[src/rtl/sisc_rst_seq.sv]
`default_nettype none
// ============================================================================
// Module      : sisc_rst_seq
// Description : Reset sequencer for the SISC processor. Turns the board-level
//               asynchronous active-low reset into NUM_DOMAINS staged
//               active-low domain resets. Assertion is asynchronous, and
//               release is synchronous and staggered. Also handles a
//               synchronous soft-reset request and keeps a saturating
//               run-cycle counter that freezes while the core is halted.
// Revision    : 1.0 - initial release
// ============================================================================
module sisc_rst_seq #(
    parameter int NUM_DOMAINS = 3,
    parameter int SYNC_STAGES = 2,
    parameter int HOLD_CYCLES = 4,
    parameter int STAGGER     = 2,
    parameter int CNT_W       = 16
) (
    input  logic                   clk,
    input  logic                   rst_f,
    input  logic                   soft_rst_req,
    input  logic                   halt,
    output logic [NUM_DOMAINS-1:0] rst_out_f,
    output logic                   ready,
    output logic [1:0]             state,
    output logic [CNT_W-1:0]       cycle_cnt
);

    // Edges from domain-0 release to the last domain's release.
    localparam int c_STG_MAX = STAGGER * (NUM_DOMAINS - 1);
    // With a single domain or no stagger, every domain goes straight to RUN.
    localparam bit c_DIRECT  = (NUM_DOMAINS == 1) || (STAGGER == 0);
    localparam int c_HOLD_W  = $clog2(HOLD_CYCLES + 1);
    localparam int c_STG_W   = (c_STG_MAX < 1) ? 1 : $clog2(c_STG_MAX + 1);

    localparam logic [c_HOLD_W-1:0] c_HOLD_LAST = c_HOLD_W'(HOLD_CYCLES - 1);
    localparam logic [c_STG_W-1:0]  c_STG_LAST  = c_STG_W'(c_STG_MAX);
    localparam logic [CNT_W-1:0]    c_CNT_MAX   = '1;

    typedef enum logic [1:0] {
        ST_ASSERT  = 2'd0,
        ST_RELEASE = 2'd1,
        ST_RUN     = 2'd2
    } state_t;

    logic [SYNC_STAGES-1:0] sync_q;
    logic                   rst_sync;

    state_t                 state_q,  state_d;
    logic [c_HOLD_W-1:0]    hold_q,   hold_d;
    logic [c_STG_W-1:0]     stg_q,    stg_d;
    logic [NUM_DOMAINS-1:0] rel_q,    rel_d;
    logic                   ready_q,  ready_d;
    logic [CNT_W-1:0]       cnt_q,    cnt_d;
    logic                   abort;

    // Release synchronizer: shifts in ones once rst_f is high, cleared asynchronously.
    always_ff @(posedge clk or negedge rst_f) begin
        if (!rst_f) begin
            sync_q <= '0;
        end else begin
            sync_q <= {sync_q[SYNC_STAGES-2:0], 1'b1};
        end
    end

    assign rst_sync = sync_q[SYNC_STAGES-1];

    // A soft request only aborts a sequence that has already released something.
    assign abort = soft_rst_req && (state_q != ST_ASSERT);

    // Next-state logic: hold count, staggered release, run-cycle counting.
    always_comb begin
        state_d = state_q;
        hold_d  = hold_q;
        stg_d   = stg_q;
        rel_d   = rel_q;
        ready_d = ready_q;
        cnt_d   = cnt_q;

        if (abort) begin
            state_d = ST_ASSERT;
            hold_d  = '0;
            stg_d   = '0;
            rel_d   = '0;
            ready_d = 1'b0;
            cnt_d   = '0;
        end else begin
            case (state_q)
                ST_ASSERT: begin
                    if (rst_sync) begin
                        if (soft_rst_req) begin
                            hold_d = '0;
                        end else if (hold_q == c_HOLD_LAST) begin
                            hold_d = '0;
                            stg_d  = '0;
                            if (c_DIRECT) begin
                                rel_d   = '1;
                                ready_d = 1'b1;
                                state_d = ST_RUN;
                            end else begin
                                rel_d   = NUM_DOMAINS'(1);
                                state_d = ST_RELEASE;
                            end
                        end else begin
                            hold_d = hold_q + 1'b1;
                        end
                    end
                end
                ST_RELEASE: begin
                    stg_d = stg_q + 1'b1;
                    // Domain i is released once STAGGER*i edges have passed since domain 0.
                    for (int i = 1; i < NUM_DOMAINS; i++) begin
                        if (stg_d >= c_STG_W'(STAGGER * i)) begin
                            rel_d[i] = 1'b1;
                        end
                    end
                    if (stg_d == c_STG_LAST) begin
                        ready_d = 1'b1;
                        state_d = ST_RUN;
                    end
                end
                ST_RUN: begin
                    if (!halt && (cnt_q != c_CNT_MAX)) begin
                        cnt_d = cnt_q + 1'b1;
                    end
                end
                default: begin
                    state_d = ST_ASSERT;
                    hold_d  = '0;
                    stg_d   = '0;
                    rel_d   = '0;
                    ready_d = 1'b0;
                    cnt_d   = '0;
                end
            endcase
        end
    end

    // State register; every output is taken straight from here.
    always_ff @(posedge clk or negedge rst_f) begin
        if (!rst_f) begin
            state_q <= ST_ASSERT;
            hold_q  <= '0;
            stg_q   <= '0;
            rel_q   <= '0;
            ready_q <= 1'b0;
            cnt_q   <= '0;
        end else begin
            state_q <= state_d;
            hold_q  <= hold_d;
            stg_q   <= stg_d;
            rel_q   <= rel_d;
            ready_q <= ready_d;
            cnt_q   <= cnt_d;
        end
    end

    assign rst_out_f = rel_q;
    assign ready     = ready_q;
    assign state     = state_q;
    assign cycle_cnt = cnt_q;

endmodule
`default_nettype wire

[config.mk]
export PLATFORM = sky130hd
export DESIGN_NAME = sisc_rst_seq
export DESIGN_NICKNAME = d
export VERILOG_FILES = /design/src/rtl/sisc_rst_seq.sv
export SDC_FILE = /design/constraint.sdc
export NUM_CORES = 1
export LEC_CHECK = 0
export CAP_MARGIN = 15
export CORE_UTILIZATION = 50
export DETAILED_ROUTE_END_ITERATION = 8
export GPL_ROUTABILITY_DRIVEN = 0
export PLACE_DENSITY = 0.75
export SLEW_MARGIN = 20
export SYNTH_ARGS = -nofsm -noshare
export SYNTH_HDL_FRONTEND = slang
export SYNTH_SLANG_ARGS = --single-unit
[constraint.sdc]
create_clock -name clk -period 2.3 [get_ports clk]
set_input_delay 0.23 -clock clk [delete_from_list [all_inputs] [get_ports clk]]
set_output_delay 0.23 -clock clk [all_outputs]
set_load 0.005 [all_outputs]
==> impl_metrics.toml <==
[detailed_routing]
vias = 1376
dr.pass1.iters = 4
wl_per_cell_microns = 14.0
avgViaCountPerCell = 5.59
routed_wl_microns = 3450
drc_errors = 0
detail-route-antenna-nets = 0
dr.first_iter.drc_count = 52

[critical_path]
worstPathRequired_ns = 2.51
end_kind = "flip-flop"
arrival_ns = 2.21
slowest_stage = "or4_4"
max_stage_delay_ns = 0.57
setup.worst_path.start = "cycle_cnt[0]"
r2r_start = "cycle_cnt[0]"
crit_chain = "ha_1 > nand4_1 > or4_4 > a21oi_4 > nand2b_4 > o31ai_1"
critPathKind = "flip-flop to flip-flop"
worstSetupStartpointType = "flip-flop"
cp_max_fo = 8

[timing]
hold_viol_final = 0
tns_ns = 0
fin_crit_sh_pct = 86.8
grt_setup_unrepaired = "false"
setup_violations = 0
skew_ns = 0.00983
slew_viol_final = 0
max_freq_mhz = 501
finalCriticalPeriod_ns = 2.00

[yosys]
syn-num-nets = 180
synthFlopType = "dfrtp_1"
yosys.cell_types.count = 46
synth_cells = 169
synthTopCellsByArea = "dfrtp_1 45%, ha_1 5.3%, xor2_1 4.2%"
synthesis.area_sq_um = 1650
yosys_warnings = 0
yosysTopAreaCell = "dfrtp_1"
ys_seq_area_share_pct = 45.5
synth_area_per_cell_sq_um = 9.77
ys_ff_latch = 30
synth_top_area_share_pct = 45.5
synth_edf_count = 0
synthArstFlopShare_pct = 100

[final_layout]
layout_common_cells = "30 x dfrtp_1, 25 x clkdlybuf4s50_1, 18 x nor2_1"
nNetsFinal = 213
area_delta_synth_final_pct = 21.9
drive_gt1_share_pct = 12.9
antenna_cells = 0
fillCellCount = 290
final_common_cell = "dfrtp_1"

[clock_tree]
htree_levels = 2
cts_hold_buf = 0
cts.sinks = 30
cts.path.max_buffers = 2
ctsRootBufferMaster = "clkbuf_4"
clk_latency_ns = 0.33
cts_tree = "done"
numCtsBuffers = 5
cts_resized = 0
post_cts_buffers = 0
clkTransAtPathRegs_ns = 0.09

[global_routing]
grt_pass1_vias = 1273
grt-ovfl-total = 0
grt_max_degree = 31
grt_pass1_wl_microns = 5740
grt_antenna_before_repair = 0
grt_use_total_pct = 22.4

[floorplanning]
dieWidth_microns = 59.5
start_util_pct = 53.2
rows = 20
io_pins = 26
fp.dieH_microns = 59.5
die_area_sq_um = 3530
coreArea_sq_um = 3100

[worst_hold_path]
hold_class = "input pin to async pin"

[power]
ir_worst_vdd_uv = 488
switchingPower_w = 0.000553
finalPower_w = 0.00153
p_int_w = 0.000974
p_leak_nw = 0.874
power.density_nw_per_um2 = 759
power.share.clock_pct = 18.3
p_sw_share_pct = 36.2
seqPwrFrac_pct = 41.4
comb_power_share_pct = 40.3

[outcome]
outcome = "complete, no violations"

[place]
dpl.hpwl_microns = 2510
numPortBuffers = 25

[flow_run]
cap_violations = 0
## cell families (layout without fill, tap and decap cells)
family                   after synthesis  after routing  share of synthesized area, %
AO/OA/AOI/OAI                         32             32                          13.3
XOR/XNOR                              11             11                          5.84
adder cells (fa/ha/maj)                7              7                          5.31
buffers and inverters                  9             42                          2.50
flip-flops                            30             30                          45.5
multiplexers                           2              2                          1.36
other                                  1              1                         0.227
AND/OR/NAND/NOR                       77             77                          25.9
## worst paths after layout
path	endpoint	slack [ns]	depth (start not counted)
max in group asynchronous	sync_q[1]	1.73	2
worst max-delay path	cycle_cnt[6]	0.30	6
worst max register to register	cycle_cnt[6]	0.30	6
worst min-delay path	cycle_cnt[5]	0.28	2
min in group clk	sync_q[1]	0.36	0
worst min register to register	sync_q[1]	0.36	0
## synth_stat cells (3+ instances only)
master	number
xnor2_1	3
nand2_1	11
xor2_1	8
and3_1	4
nor3_1	3
nor2_1	18
a21oi_1	9
inv_1	6
nand3_1	12
nand4_1	7
dfrtp_1	30
o21ai_0	11
ha_1	7
## per-layer routing
metal | track usage [%] | up-vias | wire [microns] | part of all wire, %
li1 | - | 667 | - | -
met1 | 29.3 | 666 | 1690 | 49
met2 | 33.7 | 35 | 1570 | 45
met3 | 5.90 | 8 | 136 | 3.9
met4 | 11.9 | 0 | 61 | 1.8
met5 | 0 | - | 0 | 0
## through the flow
| step | instance area [sq um] | setup WS (ns) | std cells | hold slack, ns | util, % |
|---|---|---|---|---|---|
| 6_report | 2010 | 0.304 | 246 | 0.276 | 64.8 |
| 5_1_grt | 2010 | 0.192 | 246 | 0.318 | 64.8 |
| 4_1_cts | 2010 | 0.302 | 246 | 0.279 | 64.8 |
| 3_5_place_dp | 1970 | 0.153 | 239 | 0.339 | 63.4 |
| 3_3_place_gp | 1970 | 0.213 | 239 | 0.332 | 63.4 |
| 2_1_floorplan | 1650 | 0.355 | 169 | -0.0656 | - |
## flip-flops by register name (all words and copies together) (netlist names)
| name | count |
|---|---|
| cycle_cnt | 16 |
| state | 2 |
| hold_q | 3 |
| sync_q | 2 |
| stg_q | 3 |
| rst_out_f | 3 |
| ready | 1 |
## power groups by stage
stage	registers (W)	clock network (W)	logic (W)
5_1_grt	0.000639	0.000309	0.000682
6_report	0.000633	0.000279	0.000615
3_5_place_dp	0.000641	0	0.000616
3_3_place_gp	0.000637	0	0.000594
4_1_cts	0.000632	0.000290	0.000616
2_1_floorplan	0.000634	0	0.000418
## critical path: cells and delay by family, from the launching register on
family / cells / cell delay [ns]
adders and majority gates: 1 / 0.25
DFF: 1 / 0.44
and+or+nand+nor: 3 / 0.86
AOI/OAI and AO/OA: 2 / 0.33
## layout make-up
| class | count | area [sq um] | area share [%] |
|---|---|---|---|
| clock buffer | 7 | 45.0 | 2.24 |
| inverter | 6 | 22.5 | 1.12 |
| multi-input combinational | 130 | 858 | 42.7 |
| sequential | 30 | 751 | 37.3 |
| tap | 44 | 55.1 | 2.74 |
| timing repair buffer | 29 | 280 | 13.9 |
No activity file was read; power rests on OpenSTA's default activity.
==> RTL edit 1 (config.mk and constraints unchanged) <==
Set the parameter `CNT_W` to 20 (it was 16).
--- a/src/rtl/sisc_rst_seq.sv
+++ b/src/rtl/sisc_rst_seq.sv
@@ -16,3 +16,3 @@
     parameter int STAGGER     = 2,
-    parameter int CNT_W       = 16
+    parameter int CNT_W       = 20
 ) (
Interface: changed (resized cycle_cnt); port bits go from 26 to 30. The function was not compared with the original's and may differ.
==> RTL edit 1 against the original RTL <==
- global-route usage down 0.29 points
- clock power up 65%
- total power up 11%
- synthesized cell count up 24%
- final area up 15%
- sequential cell count up 4
- wire length up 18%
- via count up 24%
- critical path depth up 1
- synthesized area up 15%
- non-clock buffer count up 4
- setup slack worse by 0.052 ns
==> RTL edit 1: results (changes against the original RTL) <==
result of the run finished, final reports clean (unchanged); startpoint of the most critical setup path state[0] (was cycle_cnt[0]); area fraction of clock buffers and clock inverters 3.96% (was 2.24%); cell with the biggest individual delay on the critical path sky130_fd_sc_hd__a31oi_4 (was sky130_fd_sc_hd__or4_4); area taken by multi-input logic gates 963 um^2 (was 858 um^2); count of different cell masters after synthesis 38 (was 46); synthesized-area fraction occupied by ao, oa, aoi and oai cells 24.3% (was 13.3%); Sw Ratio 33.5% (was 36.2%); data arrival time of the worst path 2.24 ns (was 2.21 ns); Clock transition at path regs 0.07 ns (was 0.09 ns); number of buffer cells added on primary ports 29 (was 25); met1 Usage GRT 31.8% (was 29.3%); met2 wirelength from detailed routing 1840 um (was 1570 um); amount of wire on met3 after detailed routing 139 um (was 136 um); Hold Slack 0.358 ns (was 0.276 ns); vias in the first global route 1582 (was 1273); CTS Root Cell sky130_fd_sc_hd__clkbuf_8 (was sky130_fd_sc_hd__clkbuf_4); Adder-Cell Fraction of Synth Area 4.62% (was 5.31%); Clock Power Share 27.1% (was 18.3%); count of routing violations after the opening detailed-route iteration 152 (was 52); cell area after synthesis 1890 um^2 (was 1650 um^2); DR vias/cell 5.88 (was 5.59); number of fill cells 303 (was 290); global-route wire length before repair 7110 um (was 5740 um); Total Nets Final 253 (was 213); non-clock buffer area fraction after layout 13.9% (about the same); kind of cell with the highest combined delay on the critical path compound AO/OA/AOI/OAI gates (was simple AND/OR/NAND/NOR gates); fraction of standard cell area that is sequential 36.9% (was 37.3%); Global Route Usage Sum 22.1% (was 22.4%); worst slack, placed 0.131 ns (was 0.153 ns); met2 Usage GRT 32.8% (was 33.7%); sequential power 0.000706 W (was 0.000633 W); metal1 wirelength 2080 um (was 1690 um); net switching power of the design 0.000568 W (was 0.000553 W); crit path to cycle_cnt[15] (was cycle_cnt[6]); VDD IR max 460 uV (was 488 uV); Register-to-Register Path Depth 7 (was 6); R2R Setup Slk 0.25 ns (was 0.30 ns); portion of the post-synthesis area used by sequential elements 44.9% (was 45.5%); XOR/XNOR share of the synthesized area 0.462% (was 5.84%); #MultiIn Comb 162 (was 130); maximum number of pins on one net before global-route repair 35 (was 31)
[RTL edit 1: changes by cell type in the layout (fill, tap and decap cells not counted), moves of 4 or more]
cell	unedited run	this run
sky130_fd_sc_hd__dfrtp_1	30	34
sky130_fd_sc_hd__o21ai_0	11	40
sky130_fd_sc_hd__clkbuf_4	5	0
sky130_fd_sc_hd__nor2_1	18	13
sky130_fd_sc_hd__clkbuf_8	0	6
sky130_fd_sc_hd__nand2_1	11	19
sky130_fd_sc_hd__a31oi_1	1	8
sky130_fd_sc_hd__xor2_1	8	1
sky130_fd_sc_hd__a21oi_1	9	20
sky130_fd_sc_hd__clkdlybuf4s50_1	25	29
[RTL edit 1: worst register-to-register path: cells and delay by family, from the launching register on]
| family | cells | cell delay [ns] |
|---|---|---|
| DFF | 1 | 0.40 |
| adders and majority gates | 1 | 0.28 |
| and+or+nand+nor | 3 | 0.55 |
| AOI/OAI and AO/OA | 2 | 0.62 |
| buffers and inverters | 1 | 0.11 |
==> RTL edit 2 (same settings) <==
Without the edit above. Make the reset (`rst_f`) synchronous in 2 clocked blocks. Comments in the files are not updated.
--- a/src/rtl/sisc_rst_seq.sv
+++ b/src/rtl/sisc_rst_seq.sv
@@ -57,3 +57,3 @@
     // Release synchronizer: shifts in ones once rst_f is high, cleared asynchronously.
-    always_ff @(posedge clk or negedge rst_f) begin
+    always_ff @(posedge clk) begin
         if (!rst_f) begin
@@ -139,3 +139,3 @@
     // State register; every output is taken straight from here.
-    always_ff @(posedge clk or negedge rst_f) begin
+    always_ff @(posedge clk) begin
         if (!rst_f) begin
Check against the original RTL: differs if rst_f is asserted again (counterexample within 10 cycles, from zero or initial values and one cycle with rst_f low); with rst_f held inactive, the same outputs for 10 cycles.
==> RTL edit 2 against the original RTL <==
- final area shrank 4.2%
- synthesized area fell by 4.3%
- die area down 4.2%
- setup slack worse by 0.094 ns
- count of clock-buffer cells in the layout stayed put
- sequential cell count did not move
- final cell count rose by 7.7%
- wire length decreased by 0.23%
- global-route usage rose by 0.62 points
- synthesized cell count grew 14%
- highest routed layer unchanged
Power is not compared: it rests on default switching activity, and its combinational part moved more than twofold at a synthesized area within 25%.
==> RTL edit 2: results (changes against the original RTL) <==
diodes inserted 0 (unchanged); result of the run finished, final reports clean (unchanged); HP Class reg -> reg (was in -> async); fraction of synthesized area in multiplexers 0% (was 1.36%); worst slack, placed 0.248 ns (was 0.153 ns); Worst path max stage delay 0.61 ns (was 0.57 ns); R2R Setup Slk 0.21 ns (was 0.30 ns); Layout Skew 0.0153 ns (was 0.00983 ns); Adder-Cell Fraction of Synth Area 5.55% (was 5.31%); placed instance count 258 (was 239); met1 Usage GRT 26.1% (was 29.3%); global-route wire length before repair 5970 um (was 5740 um); main area contributors after synthesis sky130_fd_sc_hd__dfxtp_1 (38%), sky130_fd_sc_hd__ha_1 (5.5%), sky130_fd_sc_hd__nor2_1 (5.2%) (was sky130_fd_sc_hd__dfrtp_1 (45%), sky130_fd_sc_hd__ha_1 (5.3%), sky130_fd_sc_hd__xor2_1 (4.2%)); P_leak roughly 0.7 nW; Largest register FFs 16 (unchanged); Total Nets Final 232 (was 213); met2 Usage GRT 38.8% (was 33.7%); max frequency 478 MHz (was 501 MHz); most common library cells after synthesis sky130_fd_sc_hd__dfxtp_1 (30), sky130_fd_sc_hd__nor2_1 (22), sky130_fd_sc_hd__nand2_1 (16) (was sky130_fd_sc_hd__dfrtp_1 (30), sky130_fd_sc_hd__nor2_1 (18), sky130_fd_sc_hd__nand3_1 (12)); synthesized-area fraction occupied by ao, oa, aoi and oai cells 22.3% (was 13.3%); portion of the post-synthesis area used by sequential elements 38.0% (was 45.5%); metal1 wirelength 1540 um (was 1690 um); count of different cell masters after synthesis 45 (was 46); terminus of the critical flop-to-flop path cycle_cnt[13] (was cycle_cnt[6]); post-synthesis net count 203 (was 180); met2 wirelength from detailed routing 1700 um (was 1570 um); count of routing violations after the opening detailed-route iteration 73 (was 52); instance area at placement 1880 um^2 (was 1970 um^2); maximum number of pins on one net before global-route repair 16 (was 31); Avg WL per Cell 13.0 um (was 14.0 um); top fanout value on the critical path 10 (was 8); placed wire-length estimate 2540 um (was 2510 um); origin of the critical flop-to-flop path cycle_cnt[0] (unchanged); share of layout cells above drive strength 1 9.50% (was 12.9%); share of async-settable or async-resettable flops after synthesis 0% (was 100%); DR vias/cell 5.63 (was 5.59); Avg Cell Area, Syn 8.22 um^2 (was 9.77 um^2); total via count after detailed routing 1491 (was 1376)
-- RTL edit 2: changes by cell type in the layout (fill, tap and decap cells not counted), sizes merged, moves of 3 or more --
cell / before / now
a21oi: 12 / 17
nor3: 3 / 8
nor2: 18 / 22
xor2: 8 / 2
dfxtp: 0 / 30
and3: 5 / 2
o31ai: 2 / 7
nand2: 11 / 17
xnor2: 3 / 0
nand4: 8 / 5
inv: 6 / 9
a31oi: 1 / 5
dfrtp: 30 / 0
-- RTL edit 2: final cells by class --
type | instances | area, um^2
fillers | 274 | 1100
multi-input cells | 147 | 921
flip-flops and latches | 30 | 601
repair buffers | 28 | 273
well taps | 44 | 55.1
clock buffers | 7 | 45.0
inverters | 9 | 33.8
-- RTL edit 2: power by group --
group	switching, W	total [W]	internal, W	leakage [nW]
clock	0.000172	0.000287	0.000115	0.0254
sequential	0.00000142	0.000523	0.000522	0.242
combinational	0.0000160	0.0000267	0.0000108	0.433
